===== src/rtl/nco_pkg.sv =====
// Shared constants and gate FSM states for the NCO measurement path.
package nco_pkg;

  typedef enum logic [1:0] {
    IDLE,
    GATE,
    DONE
  } meter_state_e;

  localparam int unsigned DEF_GATE_CYCLES = 27000000;
  localparam int unsigned DEF_CNT_W       = 32;

endpackage


===== src/rtl/sync_rise_det.sv =====
// Multi-flop synchronizer for an asynchronous input followed by a rising-edge detector.
module sync_rise_det #(
  parameter int unsigned SYNC_STAGES = 2
) (
  input  logic in_clk,
  input  logic rst_n,
  input  logic d_async,
  output logic rise
);

  logic [SYNC_STAGES-1:0] sync_q;
  logic                   sync_dly_q;

  always_ff @(posedge in_clk or negedge rst_n) begin
    if (!rst_n) begin
      sync_q     <= '0;
      sync_dly_q <= 1'b0;
    end else begin
      sync_q     <= {sync_q[SYNC_STAGES-2:0], d_async};
      sync_dly_q <= sync_q[SYNC_STAGES-1];
    end
  end

  assign rise = sync_q[SYNC_STAGES-1] & ~sync_dly_q;

endmodule


===== src/rtl/nco_freq_meter.sv =====
// Gated frequency counter: counts synchronized rising edges of sig_in over a fixed gate.
module nco_freq_meter
  import nco_pkg::*;
#(
  parameter int unsigned GATE_CYCLES = DEF_GATE_CYCLES,
  parameter int unsigned CNT_W       = DEF_CNT_W,
  parameter int unsigned SYNC_STAGES = 2
) (
  input  logic             in_clk,
  input  logic             rst_n,
  input  logic             sig_in,
  input  logic             start,
  input  logic             cont,
  output logic             busy,
  output logic [CNT_W-1:0] count_out,
  output logic             count_valid,
  output logic             overflow
);

  localparam int unsigned      TMR_W    = $clog2(GATE_CYCLES);
  localparam logic [TMR_W-1:0] TMR_LOAD = TMR_W'(GATE_CYCLES - 1);

  meter_state_e     state_q;
  logic [TMR_W-1:0] timer_q;
  logic [CNT_W-1:0] cnt_q, cnt_d;
  logic             sat_q, sat_d;
  logic             busy_q, valid_q, ovf_q;
  logic [CNT_W-1:0] result_q;
  logic             rise;

  sync_rise_det #(
    .SYNC_STAGES(SYNC_STAGES)
  ) u_sync (
    .in_clk (in_clk),
    .rst_n  (rst_n),
    .d_async(sig_in),
    .rise   (rise)
  );

  // Saturating edge count; sat records an edge that arrived with the counter full.
  always_comb begin
    cnt_d = cnt_q;
    sat_d = sat_q;
    if (rise) begin
      if (&cnt_q) sat_d = 1'b1;
      else        cnt_d = cnt_q + 1'b1;
    end
  end

  always_ff @(posedge in_clk or negedge rst_n) begin
    if (!rst_n) begin
      state_q  <= IDLE;
      timer_q  <= '0;
      cnt_q    <= '0;
      sat_q    <= 1'b0;
      busy_q   <= 1'b0;
      valid_q  <= 1'b0;
      ovf_q    <= 1'b0;
      result_q <= '0;
    end else begin
      valid_q <= 1'b0;
      unique case (state_q)
        IDLE: begin
          if (start) begin
            state_q <= GATE;
            timer_q <= TMR_LOAD;
            cnt_q   <= '0;
            sat_q   <= 1'b0;
            busy_q  <= 1'b1;
          end
        end
        GATE: begin
          cnt_q   <= cnt_d;
          sat_q   <= sat_d;
          timer_q <= timer_q - 1'b1;
          // Result registers load on entry to DONE so they are visible during the DONE cycle.
          if (timer_q == '0) begin
            state_q  <= DONE;
            result_q <= cnt_d;
            ovf_q    <= sat_d;
            valid_q  <= 1'b1;
          end
        end
        DONE: begin
          if (cont) begin
            state_q <= GATE;
            timer_q <= TMR_LOAD;
            cnt_q   <= '0;
            sat_q   <= 1'b0;
          end else begin
            state_q <= IDLE;
            busy_q  <= 1'b0;
          end
        end
        default: begin
          state_q <= IDLE;
          busy_q  <= 1'b0;
        end
      endcase
    end
  end

  assign busy        = busy_q;
  assign count_out   = result_q;
  assign count_valid = valid_q;
  assign overflow    = ovf_q;

endmodule


===== config.mk =====
export PLATFORM = sky130hd
export DESIGN_NAME = nco_freq_meter
export DESIGN_NICKNAME = d
export VERILOG_FILES = /design/src/rtl/nco_pkg.sv /design/src/rtl/sync_rise_det.sv /design/src/rtl/nco_freq_meter.sv
export SDC_FILE = /design/constraint.sdc
export NUM_CORES = 1
export LEC_CHECK = 0
export BUFFER_PORTS_ARGS = -buffer_cell sky130_fd_sc_hd__buf_4
export CAP_MARGIN = 20
export CELL_PAD_IN_SITES_DETAIL_PLACEMENT = 0
export CELL_PAD_IN_SITES_GLOBAL_PLACEMENT = 1
export CORE_MARGIN = 2
export CORE_UTILIZATION = 50
export CTS_CLUSTER_DIAMETER = 40
export CTS_CLUSTER_SIZE = 12
export DETAILED_ROUTE_END_ITERATION = 16
export PLACE_DENSITY = 0.91
export SETUP_SLACK_MARGIN = 0.4
export SLEW_MARGIN = 20
export SYNTH_ARGS = -nofsm -noshare
export SYNTH_HDL_FRONTEND = slang
export SYNTH_SLANG_ARGS = --single-unit
export TNS_END_PERCENT = 50

===== constraint.sdc =====
create_clock -name in_clk -period 6.45 [get_ports in_clk]
set_input_delay 0.3225 -clock in_clk [delete_from_list [all_inputs] [get_ports in_clk]]
set_output_delay 0.3225 -clock in_clk [all_outputs]
set_load 0.05 [all_outputs]

# Word level (Yosys, flattened, before mapping)
# Cells that the tools add are included.
# totals
output_inout_bits	35
elab_cells	51
input_bits	5
register_bits	98
# op_classes
reduce_logical	8
bitwise	3
n_eq_ne	6
add_sub_neg	2
mux	22
# ops
operator	count
32-bit 2-to-1 mux	4
32-bit case mux with 3 select lines	1
25-bit case mux with 3 select lines	1
25-bit 2-to-1 mux	2
32-bit by 1-bit adder with 32-bit output, second input constant	1
32-bit AND reduction	1
25-bit logical NOT	1
25-bit by 1-bit subtractor with 25-bit output, second input constant	1
1-bit 2-to-1 mux	9
2-bit inequality test, second input constant	4
1-bit case mux with 3 select lines	2
2-bit case mux with 3 select lines	1
3-bit AND reduction	2
2-bit 2-to-1 mux	2
2-bit AND reduction	2
3-bit nonzero test	1
2-bit by 1-bit equality test with 1-bit output, second input constant	1
2-bit equality test, second input constant	1
2-bit logical NOT	1
1-bit inverter	2
1-bit bitwise AND	1

# Depth between registers and ports, before layout
# Gate-level depths: netlist (run 1).
# depth
ltp_word	4
mapped_depth	10
ltp_nobuf	8

# Modules after synthesis
# Synthesis (run 1) repeated with hierarchy kept, for this count alone.
# unflattened
cells_unflattened	585
area_unflattened_um2	5298.8
# modules_own_cells
module	cells_each	area_each_um2	seq_area_each_um2	n_inst
nco_freq_meter	581	5210.0	2377.3	1
sync_rise_det	4	88.8	75.1	1

# Worst setup path after synthesis (run 1)
# OpenSTA, ideal clock, no wires.
# synth_path
path_type	reg-to-reg
startpoint	register timer_q[11]
endpoint	register result_q[3], in the netlist count_out[3]
n_path_buf	4
setup_slack_ns	3.934
setup_time_ns	0.132
t_required_ns	6.318
arrival_ns	2.384
path_stages_with_launch	10
synth_period_minus_slack_ns	2.516
path_cell_list	dfrtp_1 -> or4_4 -> buf_6 -> or3_4 -> or3_1 -> clkbuf_2 -> inv_1 -> buf_2 -> buf_2 -> a31oi_1
# synth_between
elab_chain_cells	2
# synth_lines
element	line_no	rtl
start, declared	nco_freq_meter.sv:24	logic [TMR_W-1:0] timer_q;
start signal, assigned	nco_freq_meter.sv:75	timer_q <= timer_q - 1'b1;
25-bit logical NOT	nco_freq_meter.sv:77	if (timer_q == '0) begin
2-bit AND reduction (no source line)	-	
end signal, assigned	nco_freq_meter.sv:79	result_q <= cnt_d;
end, declared	nco_freq_meter.sv:28	logic [CNT_W-1:0] result_q;
# No other way between the ends.
# A chain may end at the register's enable or synchronous reset.

# Worst setup path in the final report (run 1)
# layout_path
startpoint	register timer_q[5]
endpoint	register result_q[31], in the netlist count_out[31]
# Same word-level chain as after synthesis.

==> results.yml, run 1 <==
outcome:
  status: "finished, final reports clean"
floorplanning:
  rows: 37
  initial_core_util_pct: 50.72
  die_width_um: 105.4
  dieArea_um2: 11110
  die_y_um: 105.4
  ios: 40
  core-area_um2: 10140
layout:
  flow.area_growth_from_synthesis_pct: 10.88
  final_net_count: 597
  layout-drive-gt1-share_pct: 12.96
  fillCellCount: 917
  final_area_um2: 5702
  sequential_cell_area_um2: 2452
  num_antenna_cells: 0
  footprint_of_the_multi_input_gates_um2: 2447
logic_synthesis:
  syn_avg_cell_area_um2: 8.990
  yosysUniqueCellTypes: 55
  mappedNetlistArea_um2: 5142
  netlist.area_leader.share_pct: 47.69
  ys_ff_latch: 98
  synth-seq-area-share_pct: 47.69
  yosys-top-cells-area: "sky130_fd_sc_hd__dfrtp_1 48%, sky130_fd_sc_hd__a31oi_1 7.3%, sky130_fd_sc_hd__o21ai_0 5.6%"
  mappedNetlistNets: 580
  synth_enable_flop_cells: 0
  yosysWarnings: 0
  primary_ff_master_synth: "sky130_fd_sc_hd__dfrtp_1"
  synthDominantAreaCellType: "sky130_fd_sc_hd__dfrtp_1"
  ys_async_sr_fraction_pct: 100.0
  post_synth_inst_count: 572
critical_path:
  cp_max_fo: 48
  cp-end-kind: "flip-flop"
  rr_startpoint: "timer_q[5]"
  critical_path_type: "flip-flop to flip-flop"
  startpoint_type: "flip-flop"
  crit_start: "timer_q[5]"
  critical_path_required_ns: 6.74
  worst-endpoint-arrival_ns: 3.34
route:
  detailroute.via_count: 4434
  via_per_inst: 6.074
  wl_per_cell_um: 16.44
  finalWirelength_um: 12000
  antenna_left: 0
  detailedRoute.firstIterationViolations: 274
  drc: 0
  drt-pass1-iter-count: 4
sta:
  grt_setup_unrepaired: "false"
  setup_slack_ns: 3.407
  timing.final.setup_violations: 0
  timing_hold_violations_final: 0
  max_clock_freq_ghz: 0.3286
  finalCriticalPeriod_ns: 3.043
  final.period_utilization_pct: 47.18
  max_slew_violation_count: 0
  worst_slew_pin_slew_ns: 0.9375
  setup-tns-final_ns: 0
  relSlewSlack_pct: 37.50
  timing.clock.skew_ns: 0.01233
worst_hold_path:
  timing.hold.worst.start: "sig_in"
  holdCritPathClass: "input pin to flip-flop"
clock_tree:
  clock_insertion_delay_worst_skew_ns: 0.38
  cts_sinks: 98
  tritoncts_clock_tree: "done"
  post_cts_resized: 0
  cts_hold_buffers: 1
  cts.clk_slew.worst_paths_ns: 0.10
  htree_levels: 3
  clockRootBuffer: "sky130_fd_sc_hd__clkbuf_8"
  max-clock-path-buffers: 2
  cts_setup_buffers: 0
  cts_made_buffers: 9
placement:
  port-buffer-count: 39
  hpwlAfterDp_um: 7702
  place_congestion: 0.7898
  post_dp_cell_area_um2: 5498
  dpl_worst_slack_ns: 3.441
grt:
  grt_max_degree: 73
  grt_pass1_wl_um: 20410
  grt_antenna_before_repair: 0
  first_global_vias: 4186
  globalRoute.totalOverflow: 0
  groute.usage.overall_pct: 22.68
pwr:
  power.density_nw_per_um2: 242.5
  leakage_nw: 2.419
  totalPowerFinal_mw: 1.382
  power.ir.vdd_worst_mv: 0.09447
run:
  timing.max_cap.violations: 0
[state kept, by name (all words and copies together) (netlist names)]
| name | count |
|---|---|
| count_valid | 1 |
| u_sync.sync_dly_q | 1 |
| state_q | 2 |
| u_sync.sync_q | 2 |
| timer_q | 25 |
| cnt_q | 32 |
| overflow | 1 |
| count_out | 32 |
| busy | 1 |
| sat_q | 1 |
[worst paths after layout]
kind	end	slack (ns)	cells past startpoint
setup / recovery	count_out[31]	3.41	7
hold / removal	u_sync.sync_q[0]	0.05	1
setup reg to reg	count_out[31]	3.41	7
hold reg to reg	u_sync.sync_q[1]	0.36	0
max in group asynchronous	count_out[23]	4.82	3
min in group asynchronous	count_out[16]	0.37	2
[cell usage after synthesis (4+ instances only)]
master                     instances
sky130_fd_sc_hd__a21oi_1          13
sky130_fd_sc_hd__dfrtp_1          98
sky130_fd_sc_hd__o21ai_0          58
sky130_fd_sc_hd__inv_1            16
sky130_fd_sc_hd__or4_1            14
sky130_fd_sc_hd__buf_2             7
sky130_fd_sc_hd__a31oi_1          60
sky130_fd_sc_hd__nor4_1            6
sky130_fd_sc_hd__nand2_1          44
sky130_fd_sc_hd__o211ai_1          7
sky130_fd_sc_hd__nand4_1          13
sky130_fd_sc_hd__clkbuf_1         34
sky130_fd_sc_hd__nand3_1          30
sky130_fd_sc_hd__and4_1            5
sky130_fd_sc_hd__xor2_1            9
sky130_fd_sc_hd__nor3_1           12
sky130_fd_sc_hd__a21o_1            4
sky130_fd_sc_hd__or3_1            21
sky130_fd_sc_hd__nand2b_1          4
sky130_fd_sc_hd__xnor2_1          12
sky130_fd_sc_hd__nor2_1           44
sky130_fd_sc_hd__and3_1           10
[cell usage in the layout, fill, tap and decap left out, types with 4 or more instances in the layout]
master	count
sky130_fd_sc_hd__a21o_1	4
sky130_fd_sc_hd__a21oi_1	13
sky130_fd_sc_hd__a31oi_1	60
sky130_fd_sc_hd__and3_1	10
sky130_fd_sc_hd__and4_1	5
sky130_fd_sc_hd__buf_4	49
sky130_fd_sc_hd__clkbuf_8	9
sky130_fd_sc_hd__dfrtp_1	98
sky130_fd_sc_hd__inv_1	16
sky130_fd_sc_hd__nand2_1	44
sky130_fd_sc_hd__nand2b_1	4
sky130_fd_sc_hd__nand3_1	30
sky130_fd_sc_hd__nand4_1	13
sky130_fd_sc_hd__nor2_1	43
sky130_fd_sc_hd__nor3_1	12
sky130_fd_sc_hd__nor4_1	6
sky130_fd_sc_hd__o211ai_1	7
sky130_fd_sc_hd__o21ai_0	58
sky130_fd_sc_hd__or3_1	21
sky130_fd_sc_hd__or4_1	14
sky130_fd_sc_hd__xnor2_1	12
sky130_fd_sc_hd__xor2_1	9
[final cells by class]
| class | count | share of cell area [%] |
|---|---|---|
| Clock buffer | 10 | 2.238 |
| Clock inverter | 6 | 1.163 |
| Inverter | 16 | 1.053 |
| Multi-Input combinational cell | 414 | 42.92 |
| Sequential cell | 98 | 43.01 |
| Tap cell | 136 | 2.984 |
| Timing Repair Buffer | 50 | 6.627 |
[kinds of logic (layout without fill, tap and decap cells)]
family / count (synthesis) / after routing / share of synthesized area, %
simple gates: 223 / 223 / 23.28
xor+xnor: 21 / 21 / 3.577
mux: 1 / 1 / 0.2190
fa+ha+maj: 3 / 3 / 0.7300
compound gates: 166 / 166 / 19.71
buf+inv: 60 / 82 / 4.793
flops: 98 / 98 / 47.69
[worst max-delay path: stages (launching register included)]
cell and delay, ns:
sky130_fd_sc_hd__dfrtp_1 0.43, sky130_fd_sc_hd__or4_1 0.56, sky130_fd_sc_hd__or4_1 0.53, sky130_fd_sc_hd__or3_1 0.61, sky130_fd_sc_hd__inv_1 0.13, sky130_fd_sc_hd__buf_4 0.41
sky130_fd_sc_hd__nor2_1 0.08, sky130_fd_sc_hd__a31oi_1 0.16
[report_power, final]
part | internal (mW) | switching, mW | leakage (nW)
combinational | 0.0893 | 0.105 | 1.09
clock | 0.180 | 0.226 | 0.0889
sequential | 0.685 | 0.0966 | 1.24
[per-stage QoR]
stage	cells	hold WS [ns]	utilization, %
2_1_floorplan	572	0.02691	-
3_3_place_gp	713	0.2520	54.23
3_5_place_dp	713	0.2519	54.23
4_1_cts	730	0.03730	56.24
5_1_grt	730	0.04671	56.24
6_report	730	0.05304	56.24
[routing by layer]
| layer | up-vias | global-route usage [%] | wire (um) |
|---|---|---|---|
| li1 | 2155 | - | - |
| met1 | 2138 | 31.75 | 5774 |
| met2 | 121 | 34.84 | 5523 |
| met3 | 20 | 3.030 | 449 |
| met4 | 0 | 10.86 | 255 |
| met5 | - | 0 | 0 |
No activity file was read; power rests on OpenSTA's default activity.
==> run 2: changes to the inputs <==
--- a/config.mk
+++ b/config.mk
@@ -10,11 +10,11 @@
 export CELL_PAD_IN_SITES_DETAIL_PLACEMENT = 0
 export CELL_PAD_IN_SITES_GLOBAL_PLACEMENT = 1
 export CORE_MARGIN = 2
-export CORE_UTILIZATION = 50
+export CORE_UTILIZATION = 46
 export CTS_CLUSTER_DIAMETER = 40
 export CTS_CLUSTER_SIZE = 12
 export DETAILED_ROUTE_END_ITERATION = 16
-export PLACE_DENSITY = 0.91
+export PLACE_DENSITY = 0.85
 export SETUP_SLACK_MARGIN = 0.4
 export SLEW_MARGIN = 20
 export SYNTH_ARGS = -nofsm -noshare
==> constraint.sdc (replaced) <==
create_clock -name in_clk -period 2.8 [get_ports in_clk]
set_input_delay 0.14 -clock in_clk [delete_from_list [all_inputs] [get_ports in_clk]]
set_output_delay 0.14 -clock in_clk [all_outputs]
set_load 0.05 [all_outputs]
==> run 2 against run 1 <==
Net effect:
- register-to-register slack worse by 3.1 ns
- critical path depth down 2
- worst hold slack better by 0.0077 ns
- largest cell class is now multi-input gates
- highest routed layer unchanged
==> results.yml, run 2 (synthesis results as in run 1) <==
outcome:
  status: "finished, final reports clean"
route:
  detailroute.via_count: 4622
  drt-pass1-iter-count: 5
  detailedRoute.firstIterationViolations: 299
  via_per_inst: 6.090
  drc: 0
  finalWirelength_um: 12960
  wl_per_cell_um: 17.08
  antenna_left: 0
clock_tree:
  cts_made_buffers: 9
  max-clock-path-buffers: 2
  clockRootBuffer: "sky130_fd_sc_hd__clkbuf_8"
  htree_levels: 3
  cts.clk_slew.worst_paths_ns: 0.09
  clock_insertion_delay_worst_skew_ns: 0.38
  tritoncts_clock_tree: "done"
  cts_sinks: 98
pwr:
  power.density_nw_per_um2: 553.0
  power.ir.vdd_worst_mv: 0.2519
  leakage_nw: 2.606
sta:
  timing.final.setup_violations: 0
  setup_slack_ns: 0.2716
  setup-tns-final_ns: 0
  relSlewSlack_pct: 52.91
  finalCriticalPeriod_ns: 2.528
  max_slew_violation_count: 0
  final.period_utilization_pct: 90.30
  grt_setup_unrepaired: "true"
  max_clock_freq_ghz: 0.3955
  timing.clock.skew_ns: 0.01186
  worst_slew_pin_slew_ns: 0.7010
  timing_hold_violations_final: 0
layout:
  post_layout_nonfiller_instances: 759
  num_antenna_cells: 0
  fillCellCount: 1009
  layout.cells.most_common_list: "95 x sky130_fd_sc_hd__dfrtp_1, 68 x sky130_fd_sc_hd__buf_4, 60 x sky130_fd_sc_hd__a31oi_1"
  final_net_count: 624
  most_common_cell_after_layout_fill_and_taps_aside: "sky130_fd_sc_hd__dfrtp_1"
  final_area_um2: 6077
  flow.area_growth_from_synthesis_pct: 18.18
  layout-drive-gt1-share_pct: 18.74
critical_path:
  cp-end-kind: "flip-flop"
  cpPeakStageDelay_ns: 0.54
  cp_cell_sequence: "or4_4 -> or4_4 -> or3_4 -> or4_4 -> nand3_2"
  cp_max_fo: 5
  slowest_cp_cell: "sky130_fd_sc_hd__or4_4"
  startpoint_type: "flip-flop"
  worst-endpoint-arrival_ns: 2.85
  critical_path_required_ns: 3.12
  critical_path_type: "flip-flop to flip-flop"
  r2r_setup_slack_ns: 0.27
  critical-path-top-cell-by-count: "sky130_fd_sc_hd__or4_4"
run:
  timing.max_cap.violations: 0
floorplanning:
  die_width_um: 109.7
  dieArea_um2: 12040
  die_y_um: 109.7
  core-area_um2: 10890
  rows: 38
  initial_core_util_pct: 47.23
  ios: 40
grt:
  grt_max_degree: 53
  groute.usage.overall_pct: 23.14
  grt_antenna_before_repair: 0
  globalRoute.totalOverflow: 0
  first_global_vias: 4372
  grt_pass1_wl_um: 21720
placement:
  place_congestion: 0.8361
  post_dp_cell_area_um2: 5657
  place_inst: 732
  hpwlAfterDp_um: 8204
  port-buffer-count: 39
  dpl_worst_slack_ns: 0.06774
worst_hold_path:
  holdCritPathClass: "input pin to flip-flop"
[run 2: routing by layer]
layer / track usage (%) / vias to the layer above / wire [um]
li1: - / 2213 / -
met1: 31.62 / 2276 / 5973
met2: 37.08 / 109 / 6221
met3: 3.497 / 24 / 483
met4: 8.951 / 0 / 285
met5: 0 / - / 0
[run 2: final timing paths]
path                                        from          endpoint  cells after the start
worst max-delay path                  timer_q[5]     count_out[24]                      5
worst min-delay path                       start              busy                      3
worst max register to register        timer_q[5]     count_out[24]                      5
worst min register to register  u_sync.sync_q[0]  u_sync.sync_q[1]                      0
max in group asynchronous                  rst_n          cnt_q[1]                      3
min in group asynchronous                  rst_n         cnt_q[12]                      2
[run 2: layout make-up]
type                    instances  area, um^2  share of cell area (%)
multi-input cells             415        2502                   41.18
flip-flops and latches         98        2456                   40.42
repair buffers                 76       653.1                   10.75
well taps                     140       175.2                   2.882
clock buffers                  12       165.2                   2.718
inverters                      16       65.06                   1.071
clock inverters                 2       60.06                  0.9883
[run 2: what timing repair did]
action                                  in CTS  in global routing
pin swaps                                    2                  1
setup buffers                                3                  4
endpoints found under the hold margin       48                  0
gates cloned                                 2                  1
hold buffers                                 3                  0
endpoints found under the setup margin      43                 35
gates resized for setup                     10                  7
[run 2: metrics by stage]
stage	utilization [%]	total power, mW	hold WS (ns)
final	55.81	3.361	0.06072
after global routing	55.81	3.559	0.07701
after CTS	55.13	3.360	0.05517
after detailed placement	51.95	2.288	0.1982
after global placement	51.95	2.257	0.1911
after floorplan	-	2.127	-0.1556
[run 2: critical path: cells and delay by family (launching register included)]
| kind | cells | cell delay [ns] |
|---|---|---|
| simple gates | 5 | 2.08 |
| flops | 1 | 0.39 |
[run 2: where the power goes]
| part | internal [mW] | switching, mW |
|---|---|---|
| Clock | 0.567 | 0.488 |
| Combinational | 0.246 | 0.270 |
| Sequential | 1.58 | 0.210 |
